File: src/rtl/hsv_core_pkg.sv
// Shared core definitions: CSR op encoding, exception causes and the CSR
// write-encoding helper used by the Zicsr access sequencer.
package hsv_core_pkg;

    localparam int CSR_ADDR_W = 12;
    localparam int CSR_DATA_W = 32;

    localparam logic [4:0] EXC_ILLEGAL_INSN = 5'd2;

    typedef enum logic [1:0] {
        CSR_OP_RSVD = 2'b00,
        CSR_OP_RW   = 2'b01,
        CSR_OP_RS   = 2'b10,
        CSR_OP_RC   = 2'b11
    } csr_op_e;

    typedef struct packed {
        logic [CSR_DATA_W-1:0] data;
        logic [CSR_DATA_W-1:0] biten;
    } csr_wr_t;

    // Set/clear become bit-enabled writes of all-ones/all-zeros so the register
    // block only ever sees one masked-write primitive.
    function automatic csr_wr_t csr_wr_encode(input csr_op_e op,
                                              input logic [CSR_DATA_W-1:0] src);
        csr_wr_t w;
        w.data  = '0;
        w.biten = '0;
        case (op)
            CSR_OP_RW: begin
                w.data  = src;
                w.biten = '1;
            end
            CSR_OP_RS: begin
                w.data  = '1;
                w.biten = src;
            end
            CSR_OP_RC: begin
                w.data  = '0;
                w.biten = src;
            end
            default: begin
                w.data  = '0;
                w.biten = '0;
            end
        endcase
        return w;
    endfunction

endpackage

File: src/rtl/hsv_core_ctrlstatus_access_if.sv
// Issue, CSR-bus and result signals of the CSR access sequencer.
// slave is the sequencer's view; master is the surrounding core/bench view.
interface hsv_core_ctrlstatus_access_if;

    logic                                   in_valid;
    logic                                   in_ready;
    logic [1:0]                             in_op;
    logic [hsv_core_pkg::CSR_ADDR_W-1:0]    in_addr;
    logic [hsv_core_pkg::CSR_DATA_W-1:0]    in_src;
    logic                                   in_rd_zero;
    logic                                   in_src_zero;
    logic [1:0]                             in_priv;

    logic                                   csr_req;
    logic                                   csr_req_is_wr;
    logic [hsv_core_pkg::CSR_ADDR_W-1:0]    csr_addr;
    logic [hsv_core_pkg::CSR_DATA_W-1:0]    csr_wr_data;
    logic [hsv_core_pkg::CSR_DATA_W-1:0]    csr_wr_biten;
    logic                                   csr_rd_ack;
    logic                                   csr_wr_ack;
    logic [hsv_core_pkg::CSR_DATA_W-1:0]    csr_rd_data;

    logic                                   out_valid;
    logic                                   out_ready;
    logic [hsv_core_pkg::CSR_DATA_W-1:0]    out_data;
    logic                                   out_write_rd;
    logic                                   out_exception;
    logic [4:0]                             out_cause;
    logic                                   ctrl_commit;

    modport slave (
        input  in_valid, in_op, in_addr, in_src, in_rd_zero, in_src_zero, in_priv,
        output in_ready,
        output csr_req, csr_req_is_wr, csr_addr, csr_wr_data, csr_wr_biten,
        input  csr_rd_ack, csr_wr_ack, csr_rd_data,
        output out_valid, out_data, out_write_rd, out_exception, out_cause, ctrl_commit,
        input  out_ready
    );

    modport master (
        output in_valid, in_op, in_addr, in_src, in_rd_zero, in_src_zero, in_priv,
        input  in_ready,
        input  csr_req, csr_req_is_wr, csr_addr, csr_wr_data, csr_wr_biten,
        output csr_rd_ack, csr_wr_ack, csr_rd_data,
        input  out_valid, out_data, out_write_rd, out_exception, out_cause, ctrl_commit,
        output out_ready
    );

endinterface

File: src/rtl/hsv_core_ctrlstatus_access.sv
// Zicsr access sequencer: legality check, optional read, optional masked write,
// then a held result and a retire pulse for non-excepting operations.
module hsv_core_ctrlstatus_access
    import hsv_core_pkg::*;
#(
    parameter int TIMEOUT_CYCLES = 16
) (
    input  logic                        clk_core,
    input  logic                        rst_core_n,
    hsv_core_ctrlstatus_access_if.slave bus
);

    localparam int CNT_W = $clog2(TIMEOUT_CYCLES + 1);
    localparam logic [CNT_W-1:0] CNT_LAST = CNT_W'(TIMEOUT_CYCLES - 1);

    typedef enum logic [1:0] {
        IDLE,
        READ,
        WRITE,
        RESP
    } state_e;

    state_e                 state;
    state_e                 state_nxt;
    logic [CNT_W-1:0]       cnt;

    logic                   need_rd_q;
    logic                   need_wr_q;
    logic                   rd_zero_q;
    logic                   exc_q;
    logic [CSR_ADDR_W-1:0]  addr_q;
    logic [CSR_DATA_W-1:0]  wr_data_q;
    logic [CSR_DATA_W-1:0]  biten_q;
    logic [CSR_DATA_W-1:0]  rd_data_q;

    csr_op_e                op_in;
    logic                   lat_need_wr;
    logic                   lat_need_rd;
    logic                   lat_illegal;
    csr_wr_t                lat_wr;

    logic                   accept;
    logic                   cnt_clr;
    logic                   rd_capture;
    logic                   timeout;

    // Decode of the operation being offered; only meaningful on accept.
    always_comb begin
        op_in       = csr_op_e'(bus.in_op);
        lat_need_wr = (op_in == CSR_OP_RW) ||
                      (((op_in == CSR_OP_RS) || (op_in == CSR_OP_RC)) && !bus.in_src_zero);
        lat_need_rd = !((op_in == CSR_OP_RW) && bus.in_rd_zero);
        lat_illegal = (op_in == CSR_OP_RSVD) ||
                      (bus.in_addr[9:8] > bus.in_priv) ||
                      (lat_need_wr && (bus.in_addr[11:10] == 2'b11));
        lat_wr      = csr_wr_encode(op_in, bus.in_src);
    end

    assign accept = (state == IDLE) && bus.in_valid;

    always_ff @(posedge clk_core or negedge rst_core_n) begin
        if (!rst_core_n) begin
            state <= IDLE;
        end else begin
            state <= state_nxt;
        end
    end

    // A skipped read falls straight through to WRITE at accept, so write-only
    // operations see the same latency as read-only ones.
    always_comb begin
        state_nxt         = state;
        bus.csr_req       = 1'b0;
        bus.csr_req_is_wr = 1'b0;
        cnt_clr           = 1'b0;
        rd_capture        = 1'b0;
        timeout           = 1'b0;
        case (state)
            IDLE: begin
                if (bus.in_valid) begin
                    cnt_clr = 1'b1;
                    if (lat_illegal) begin
                        state_nxt = RESP;
                    end else if (lat_need_rd) begin
                        state_nxt = READ;
                    end else if (lat_need_wr) begin
                        state_nxt = WRITE;
                    end else begin
                        state_nxt = RESP;
                    end
                end
            end
            READ: begin
                bus.csr_req = 1'b1;
                if (bus.csr_rd_ack) begin
                    rd_capture = 1'b1;
                    cnt_clr    = 1'b1;
                    state_nxt  = need_wr_q ? WRITE : RESP;
                end else if (cnt == CNT_LAST) begin
                    timeout   = 1'b1;
                    state_nxt = RESP;
                end
            end
            WRITE: begin
                bus.csr_req       = 1'b1;
                bus.csr_req_is_wr = 1'b1;
                if (bus.csr_wr_ack) begin
                    state_nxt = RESP;
                end else if (cnt == CNT_LAST) begin
                    timeout   = 1'b1;
                    state_nxt = RESP;
                end
            end
            RESP: begin
                if (bus.out_ready) begin
                    state_nxt = IDLE;
                end
            end
            default: state_nxt = IDLE;
        endcase
    end

    always_ff @(posedge clk_core or negedge rst_core_n) begin
        if (!rst_core_n) begin
            cnt       <= '0;
            need_rd_q <= 1'b0;
            need_wr_q <= 1'b0;
            rd_zero_q <= 1'b0;
            exc_q     <= 1'b0;
            addr_q    <= '0;
            wr_data_q <= '0;
            biten_q   <= '0;
            rd_data_q <= '0;
        end else begin
            if (cnt_clr) begin
                cnt <= '0;
            end else if ((state == READ) || (state == WRITE)) begin
                cnt <= cnt + CNT_W'(1);
            end

            if (accept) begin
                need_rd_q <= lat_need_rd;
                need_wr_q <= lat_need_wr;
                rd_zero_q <= bus.in_rd_zero;
                exc_q     <= lat_illegal;
                addr_q    <= bus.in_addr;
                wr_data_q <= lat_illegal ? '0 : lat_wr.data;
                biten_q   <= lat_illegal ? '0 : lat_wr.biten;
                rd_data_q <= '0;
            end

            if (rd_capture) begin
                rd_data_q <= bus.csr_rd_data;
            end

            // An aborted access reports no old value, even if the read succeeded.
            if (timeout) begin
                exc_q     <= 1'b1;
                rd_data_q <= '0;
            end
        end
    end

    assign bus.in_ready      = (state == IDLE);
    assign bus.csr_addr      = addr_q;
    assign bus.csr_wr_data   = wr_data_q;
    assign bus.csr_wr_biten  = biten_q;

    assign bus.out_valid     = (state == RESP);
    assign bus.out_data      = rd_data_q;
    assign bus.out_exception = exc_q && (state == RESP);
    assign bus.out_cause     = (exc_q && (state == RESP)) ? EXC_ILLEGAL_INSN : 5'd0;
    assign bus.out_write_rd  = (state == RESP) && !rd_zero_q && !exc_q;
    assign bus.ctrl_commit   = (state == RESP) && bus.out_ready && !exc_q;

    // need_rd_q is kept for visibility of the decoded operation; READ is only
    // entered when it is set.
    logic unused_need_rd;
    assign unused_need_rd = need_rd_q;

endmodule

File: src/flat_wrapper.sv
// flat-port wrapper written by rule: the top's interface ports become plain ports
module hsv_core_ctrlstatus_access_flat import hsv_core_pkg::*;
#(
    parameter int TIMEOUT_CYCLES = 16
)
  (clk_core, rst_core_n, bus_in_valid, bus_in_op, bus_in_addr, bus_in_src, bus_in_rd_zero, bus_in_src_zero, bus_in_priv, bus_in_ready, bus_csr_req, bus_csr_req_is_wr, bus_csr_addr, bus_csr_wr_data, bus_csr_wr_biten, bus_csr_rd_ack, bus_csr_wr_ack, bus_csr_rd_data, bus_out_valid, bus_out_data, bus_out_write_rd, bus_out_exception, bus_out_cause, bus_ctrl_commit, bus_out_ready);
  hsv_core_ctrlstatus_access_if bus_i ();
  input  logic clk_core;
  input  logic rst_core_n;
  input wire logic [$bits(bus_i.in_valid)-1:0] bus_in_valid;
  input wire logic [$bits(bus_i.in_op)-1:0] bus_in_op;
  input wire logic [$bits(bus_i.in_addr)-1:0] bus_in_addr;
  input wire logic [$bits(bus_i.in_src)-1:0] bus_in_src;
  input wire logic [$bits(bus_i.in_rd_zero)-1:0] bus_in_rd_zero;
  input wire logic [$bits(bus_i.in_src_zero)-1:0] bus_in_src_zero;
  input wire logic [$bits(bus_i.in_priv)-1:0] bus_in_priv;
  output wire logic [$bits(bus_i.in_ready)-1:0] bus_in_ready;
  output wire logic [$bits(bus_i.csr_req)-1:0] bus_csr_req;
  output wire logic [$bits(bus_i.csr_req_is_wr)-1:0] bus_csr_req_is_wr;
  output wire logic [$bits(bus_i.csr_addr)-1:0] bus_csr_addr;
  output wire logic [$bits(bus_i.csr_wr_data)-1:0] bus_csr_wr_data;
  output wire logic [$bits(bus_i.csr_wr_biten)-1:0] bus_csr_wr_biten;
  input wire logic [$bits(bus_i.csr_rd_ack)-1:0] bus_csr_rd_ack;
  input wire logic [$bits(bus_i.csr_wr_ack)-1:0] bus_csr_wr_ack;
  input wire logic [$bits(bus_i.csr_rd_data)-1:0] bus_csr_rd_data;
  output wire logic [$bits(bus_i.out_valid)-1:0] bus_out_valid;
  output wire logic [$bits(bus_i.out_data)-1:0] bus_out_data;
  output wire logic [$bits(bus_i.out_write_rd)-1:0] bus_out_write_rd;
  output wire logic [$bits(bus_i.out_exception)-1:0] bus_out_exception;
  output wire logic [$bits(bus_i.out_cause)-1:0] bus_out_cause;
  output wire logic [$bits(bus_i.ctrl_commit)-1:0] bus_ctrl_commit;
  input wire logic [$bits(bus_i.out_ready)-1:0] bus_out_ready;
  assign bus_i.in_valid = bus_in_valid;
  assign bus_i.in_op = bus_in_op;
  assign bus_i.in_addr = bus_in_addr;
  assign bus_i.in_src = bus_in_src;
  assign bus_i.in_rd_zero = bus_in_rd_zero;
  assign bus_i.in_src_zero = bus_in_src_zero;
  assign bus_i.in_priv = bus_in_priv;
  assign bus_in_ready = bus_i.in_ready;
  assign bus_csr_req = bus_i.csr_req;
  assign bus_csr_req_is_wr = bus_i.csr_req_is_wr;
  assign bus_csr_addr = bus_i.csr_addr;
  assign bus_csr_wr_data = bus_i.csr_wr_data;
  assign bus_csr_wr_biten = bus_i.csr_wr_biten;
  assign bus_i.csr_rd_ack = bus_csr_rd_ack;
  assign bus_i.csr_wr_ack = bus_csr_wr_ack;
  assign bus_i.csr_rd_data = bus_csr_rd_data;
  assign bus_out_valid = bus_i.out_valid;
  assign bus_out_data = bus_i.out_data;
  assign bus_out_write_rd = bus_i.out_write_rd;
  assign bus_out_exception = bus_i.out_exception;
  assign bus_out_cause = bus_i.out_cause;
  assign bus_ctrl_commit = bus_i.ctrl_commit;
  assign bus_i.out_ready = bus_out_ready;
  hsv_core_ctrlstatus_access #(.TIMEOUT_CYCLES(TIMEOUT_CYCLES)) u_core (.clk_core(clk_core), .rst_core_n(rst_core_n), .bus(bus_i));
endmodule
File: config.mk
export PLATFORM = sky130hd
export DESIGN_NAME = hsv_core_ctrlstatus_access_flat
export DESIGN_NICKNAME = d
export VERILOG_FILES = /design/src/rtl/hsv_core_pkg.sv /design/src/rtl/hsv_core_ctrlstatus_access_if.sv /design/src/rtl/hsv_core_ctrlstatus_access.sv /design/src/flat_wrapper.sv
export SDC_FILE = /design/constraint.sdc
export NUM_CORES = 1
export LEC_CHECK = 0
export BUFFER_PORTS_ARGS = -buffer_cell sky130_fd_sc_hd__buf_4
export CAP_MARGIN = 20
export CORE_UTILIZATION = 40
export CTS_CLUSTER_SIZE = 30
export DETAILED_ROUTE_END_ITERATION = 6
export PLACE_DENSITY_LB_ADDON = 0.08
export SLEW_MARGIN = 5
export SYNTH_ARGS = -nofsm -noshare
export SYNTH_HDL_FRONTEND = slang
export SYNTH_SLANG_ARGS = --single-unit
export TNS_END_PERCENT = 20
File: constraint.sdc
create_clock -name clk_core -period 1.9 [get_ports clk_core]
set_input_delay 0.285 -clock clk_core [delete_from_list [all_inputs] [get_ports clk_core]]
set_output_delay 0.285 -clock clk_core [all_outputs]
set_load 0.1 [all_outputs]
==> summary.txt, run 1 <==
Outcome - complete, but fails checks
Async SR Flop Fraction - 1.00
CP Max Fanout - 3
Drt drc - 0
Netlist cell types - 40
# diodes - 0
CTS tree - yes
Nets - 775
Chip width - 115 um
DR WL met2 - 6870 um
Arr. time, crit path - 2190 ps
Hold Vio Cnt, Final - 0
Synth Cell Area - 0.00513 mm2
Commonest cells after routing, fill and taps aside - buf_4 (226), dfrtp_1 (116), a22o_1 (69), nand2_1 (52), inv_1 (28)
Number of global-route vias before repair - 4165
Gp weighted congestion - 0.780
DR vias/cell - 4.93
Commonest non-fill, non-tap cell in the layout - buf_4
Post-route ant nets - 0
Min cycle time layout - 1900 ps
Area Growth Syn to Fin - 51.7%
Synth Flop Type - dfrtp_1
Root Buffer - clkbuf_16
Post-Synthesis Cells - 459
IO Count - 208
RSZ-0062 raised after global routing - true
Worst-Skew Late Latency - 410 ps
Routed WL per cell - 16.1 um
Post-Route Skew - 5.05 ps
Worst slack at placement - -273 ps
DR vias - 4251
Clock sink total - 118
Total CTS buffers - 17
Final wirelength - 13900 um
DRT Pass-1 Iters - 4
Max-Cap Viols - 0
Top sig layer - met4
Met1 WL - 5930 um
Initial core utilization - 0.408
Flop2flop setup slack - -3 ps
Max_slew headroom - 0.558
Port Buffer Count - 203
Initial drt markers - 174
Overall Global Routing Usage - 0.214
Max Clk Rate - 526 MHz
Flops & latches, synth - 118
Die Ht - 115 um
Min-delay worst type - primary input to flip-flop
Final setup fails - 1
Initial antenna violation count - 0
Longest Clk Path Bufs - 2
Final Slew Violations - 0
Register area share after synthesis - 0.576
Avg Cell Area, Syn - 11.2 um2
Die ar. - 0.0133 mm2
First-pass GRT wire length - 21500 um
Largest net degree at the start of global routing - 119
Worst Max-Slew Pin Slew - 663 ps
Final WS setup - -2.93 ps
Share of post-route cells with drive strength above 1 - 0.470
GRT overflow - 0
Synthesis Warnings - 0
Core Footprint - 0.0126 mm2
WL met3 - 908 um
Critical path class - flip-flop to flip-flop
Std cell rows - 41
CTS H-tree depth - 4
CP required - 2180 ps
Critical Path Start Type - flip-flop
Failing checks - negative setup slack
EDFF count, synth - 0
Reg clk slew, reported paths - 50 ps
Util after Layout - 0.619
Post-DP HPWL - 9430 um
Kind of end point of the critical path - flip-flop
Period utilization - 1.00
==> cell families after synthesis <==
kind of cell               count (synthesis)  share of synthesized area
other                                      1                   0.000731
buffers and inverters                     72                     0.0673
adders and majority gates                 10                     0.0244
AOI/OAI and AO/OA                        158                      0.225
muxes                                     12                     0.0261
DFF                                      118                      0.576
xor gates and xnor gates                   3                    0.00512
and+or+nand+nor                           85                     0.0759
==> layer usage <==
metal	up-vias	track usage
li1	2034	-
met1	2075	0.276
met2	122	0.336
met3	20	0.0696
met4	0	0.0779
met5	-	0
==> flip-flops by register name, indices dropped and copies added, names as in the netlist <==
signal	count
u_core.bus.csr_wr_data	32
u_core.need_wr_q	1
u_core.state	2
u_core.bus.csr_addr	12
u_core.bus.out_data	32
u_core.rd_zero_q	1
u_core.cnt	5
u_core.bus.csr_wr_biten	32
u_core.exc_q	1
==> synth_stat cells (all sizes together), types with 2 or more instances <==
cell type	instances	area share
dfrtp	118	0.58
a22o	69	0.12
o21ai	54	0.067
nand2	53	0.039
inv	31	0.023
a21oi	27	0.026
buf	21	0.030
clkbuf	20	0.015
mux2	11	0.024
ha	10	0.024
nor2b	9	0.012
nor2	8	0.0059
nor3	4	0.0039
nand2b	2	0.0024
o31ai	2	0.0029
xor2	2	0.0034
==> area by class of cell <==
class / instances / area (um2)
fill: 1079 / 4790
sequential: 118 / 2960
multi-input combinational: 272 / 1970
timing repair buffer: 237 / 1880
clock buffer: 18 / 439
tap: 172 / 215
clock inverter: 14 / 200
inverter: 31 / 119
==> critical path, cell delays in order, from the launching register on <==
cell	delay, ps
dfrtp_1	390
ha_2	200
and3_1	180
ha_2	170
buf_4	140
or3_4	340
a221oi_4	270
o31ai_2	110
==> repair_timing <==
item,in CTS,in global routing
resized for setup,3,18
hold buffers,1,0
setup buffers,1,1
pin swaps,2,2
setup endpoints to repair,34,44
hold endpoints to repair,30,0
gates cloned,0,0
==> path summary, 6_finish.rpt <==
check | startpoint | to | cells past startpoint
max | u_core.cnt[0] | u_core.state[0] | 7
min | bus_csr_rd_data[13] | u_core.bus.out_data[13] | 2
max reg2reg | u_core.cnt[0] | u_core.state[0] | 7
min reg2reg | u_core.bus.csr_wr_data[29] | u_core.bus.csr_wr_data[29] | 2
max in group asynchronous | rst_core_n | u_core.state[0] | 3
min in group asynchronous | rst_core_n | u_core.bus.csr_addr[0] | 3
==> stage by stage <==
stage               instance area, um2  std cells  hold slack, ps  setup TNS [ps]
floorplan                         5210        462           -10.6           -3550
global placement                  7020        826             429          -12700
detailed placement                7030        827             436           -6400
CTS                               7720        861            67.7           -43.8
global route                      7780        862            72.4            -102
finish                            7780        862            85.0           -2.93
Power of run 1 is not shown: default switching activity piles up to over one toggle a cycle in this logic, so the estimate is an artifact.
==> run 2, diff against run 1 <==
--- a/config.mk
+++ b/config.mk
@@ -11,7 +11,7 @@
 export CTS_CLUSTER_SIZE = 30
 export DETAILED_ROUTE_END_ITERATION = 6
 export PLACE_DENSITY_LB_ADDON = 0.08
-export SLEW_MARGIN = 5
+export SLEW_MARGIN = 20
 export SYNTH_ARGS = -nofsm -noshare
 export SYNTH_HDL_FRONTEND = slang
 export SYNTH_SLANG_ARGS = --single-unit
==> constraint.sdc (replaced) <==
create_clock -name clk_core -period 2.4 [get_ports clk_core]
set_input_delay 0.36 -clock clk_core [delete_from_list [all_inputs] [get_ports clk_core]]
set_output_delay 0.36 -clock clk_core [all_outputs]
set_load 0.1 [all_outputs]
==> run 2 against run 1 <==
Compared with the run above: the run now ends clean; register-to-register slack improved by 320 ps; cell area fell by 4.5%; die area did not move; clock skew rose by 1.2 ps; non-clock buffer count fell by 21.
==> summary.txt, run 2 (same netlist as run 1, synthesis figures left out) <==
Outcome - completed (was complete, but fails checks)
Min cycle time layout - 2100 ps
Crit-path cells - inv_1 > ha_2 > buf_4 (was ha_2 > and3_1 > ha_2 > buf_4 > or3_4 > a221oi_4 > o31ai_2)
Routed WL per cell - 15.5 um (was 16.1 um)
Die ar. - 0.0133 mm2 (unchanged)
Min-Delay Endpoint - u_core.bus.out_data[23] (was u_core.bus.out_data[13])
GRT overflow - 0 (unchanged)
Std cell rows - 41 (unchanged)
Worst-Skew Late Latency - 410 ps (about the same)
Post-Route Skew - 6.29 ps (was 5.05 ps)
# diodes - 0 (unchanged)
Initial antenna violation count - 0 (unchanged)
Worst Reg-to-Reg Cells - 8 (was 7)
Flop2flop setup slack - 320 ps (was -3 ps)
Arr. time, crit path - 1740 ps (was 2190 ps)
Max Clk Rate - 476 MHz
Area Growth Syn to Fin - 44.9% (was 51.7%)
Post-CTS Resized - 0 (was 3)
Critical path class - flip-flop to output pin (was flip-flop to flip-flop)
Fillers - 1128 (was 1079)
Final Slew Violations - 0 (unchanged)
Commonest cells after routing, fill and taps aside - buf_4 (213), dfrtp_1 (118), a22o_1 (69), nand2_1 (52), o21ai_0 (34) (was buf_4 (226), dfrtp_1 (116), a22o_1 (69), nand2_1 (52), inv_1 (28))
Drt drc - 0 (unchanged)
Min-delay worst type - primary input to flip-flop (unchanged)
Clock sink total - 118 (unchanged)
CTS H-tree depth - 4 (unchanged)
Root Buffer - clkbuf_16 (unchanged)
Post-CTS Setup Bufs - 0 (was 1)
Nets - 754 (was 775)
Share of post-route cells with drive strength above 1 - 0.432 (was 0.470)
Period utilization - 0.876
Chip width - 115 um (unchanged)
Post-DP HPWL - 9060 um (was 9430 um)
Final wirelength - 13000 um (was 13900 um)
First-pass GRT wire length - 20800 um (was 21500 um)
Worst path slowest cell - dfrtp_1 (unchanged)
Hold Vio Cnt, Final - 0 (unchanged)
RSZ-0062 raised after global routing - false (was true)
Util after Layout - 0.591 (was 0.619)
Critical Path Start Type - flip-flop (unchanged)
CP required - 2040 ps (was 2180 ps)
FF-to-FF Start - u_core.state[0] (was u_core.cnt[0])
Number of global-route vias before repair - 4046 (was 4165)
Core Footprint - 0.0126 mm2 (unchanged)
DR vias - 4201 (was 4251)
Commonest non-fill, non-tap cell in the layout - buf_4 (unchanged)
Hold path startpoint - bus_csr_rd_data[23] (was bus_csr_rd_data[13])
CP Max Fanout - 8 (was 3)
CTS tree - yes (unchanged)
Kind of end point of the critical path - output pin (was flip-flop)
Post-route ant nets - 0 (unchanged)
Total CTS buffers - 17 (unchanged)
Die Ht - 115 um (unchanged)
Overall Global Routing Usage - 0.205 (was 0.214)
Final hold slack - 165 ps (was 85.0 ps)
DRT Pass-1 Iters - 4 (unchanged)
Reg clk slew, reported paths - 50 ps (about the same)
IO Count - 208 (unchanged)
Gp weighted congestion - 0.736 (was 0.780)
Initial core utilization - 0.408 (unchanged)
DR vias/cell - 5.00 (was 4.93)
Crit-path max cell delay - 440 ps (was 390 ps)
Largest net degree at the start of global routing - 55 (was 119)
Reg2reg end - u_core.bus.out_data[21] (was u_core.state[0])
Hold depth - 2 (unchanged)
Initial drt markers - 189 (was 174)
Longest Clk Path Bufs - 2 (unchanged)
Port Buffer Count - 203 (unchanged)
Final setup fails - 0 (was 1)
Max-Cap Viols - 0 (unchanged)
==> run 2: how the worst max path moves through the flow <==
| stage | startpoint | to | depth (start not counted) |
|---|---|---|---|
| after floorplan | u_core.state[1] | bus_ctrl_commit | 3 |
| after global placement | bus_in_priv[1] | u_core.bus.csr_wr_data[17] | 7 |
| after detailed placement | bus_in_priv[1] | u_core.bus.csr_wr_data[20] | 7 |
| after CTS | u_core.state[0] | bus_csr_req | 3 |
| after global routing | u_core.state[0] | u_core.bus.out_data[15] | 8 |
| final | u_core.state[0] | bus_csr_req | 3 |
==> run 2: final cells by class <==
| cell class | count | area, um2 | share of cell area |
|---|---|---|---|
| Tap cell | 172 | 215 | 0.0290 |
| Clock inverter | 9 | 123 | 0.0165 |
| Timing Repair Buffer | 216 | 1650 | 0.222 |
| Clock buffer | 23 | 488 | 0.0657 |
| Sequential cell | 118 | 2950 | 0.397 |
| Inverter | 31 | 116 | 0.0157 |
| Multi-Input combinational cell | 272 | 1890 | 0.254 |
==> run 2: layer usage <==
metal | track usage | up-vias | routed length, um
met2 | 0.306 | 148 | 6070
met5 | 0 | - | 0
li1 | - | 2005 | -
met3 | 0.0643 | 16 | 933
met1 | 0.276 | 2032 | 5790
met4 | 0.0866 | 0 | 213
==> run 2: timing repair <==
item	in CTS	in global routing
hold endpoints to repair	31	0
hold buffers	1	0
endpoints found under the setup margin	0	0
==> run 2: critical path, delay by kind of cell (launching register included) <==
family                   cells  cell delay [ps]
adder cells (fa/ha/maj)      1              440
buffers and inverters        2              450
flip-flops                   1              440
==> run 2: stage by stage <==
stage	instance area, um2	std cells	setup slack, ps	setup TNS [ps]
finish	7430	841	298	0
global route	7430	841	132	0
CTS	7430	841	288	0
detailed placement	6810	808	200	0
global placement	6810	808	291	0
floorplan	5170	462	-5.04	-5.04
Power of run 2 is left out for the same reason.
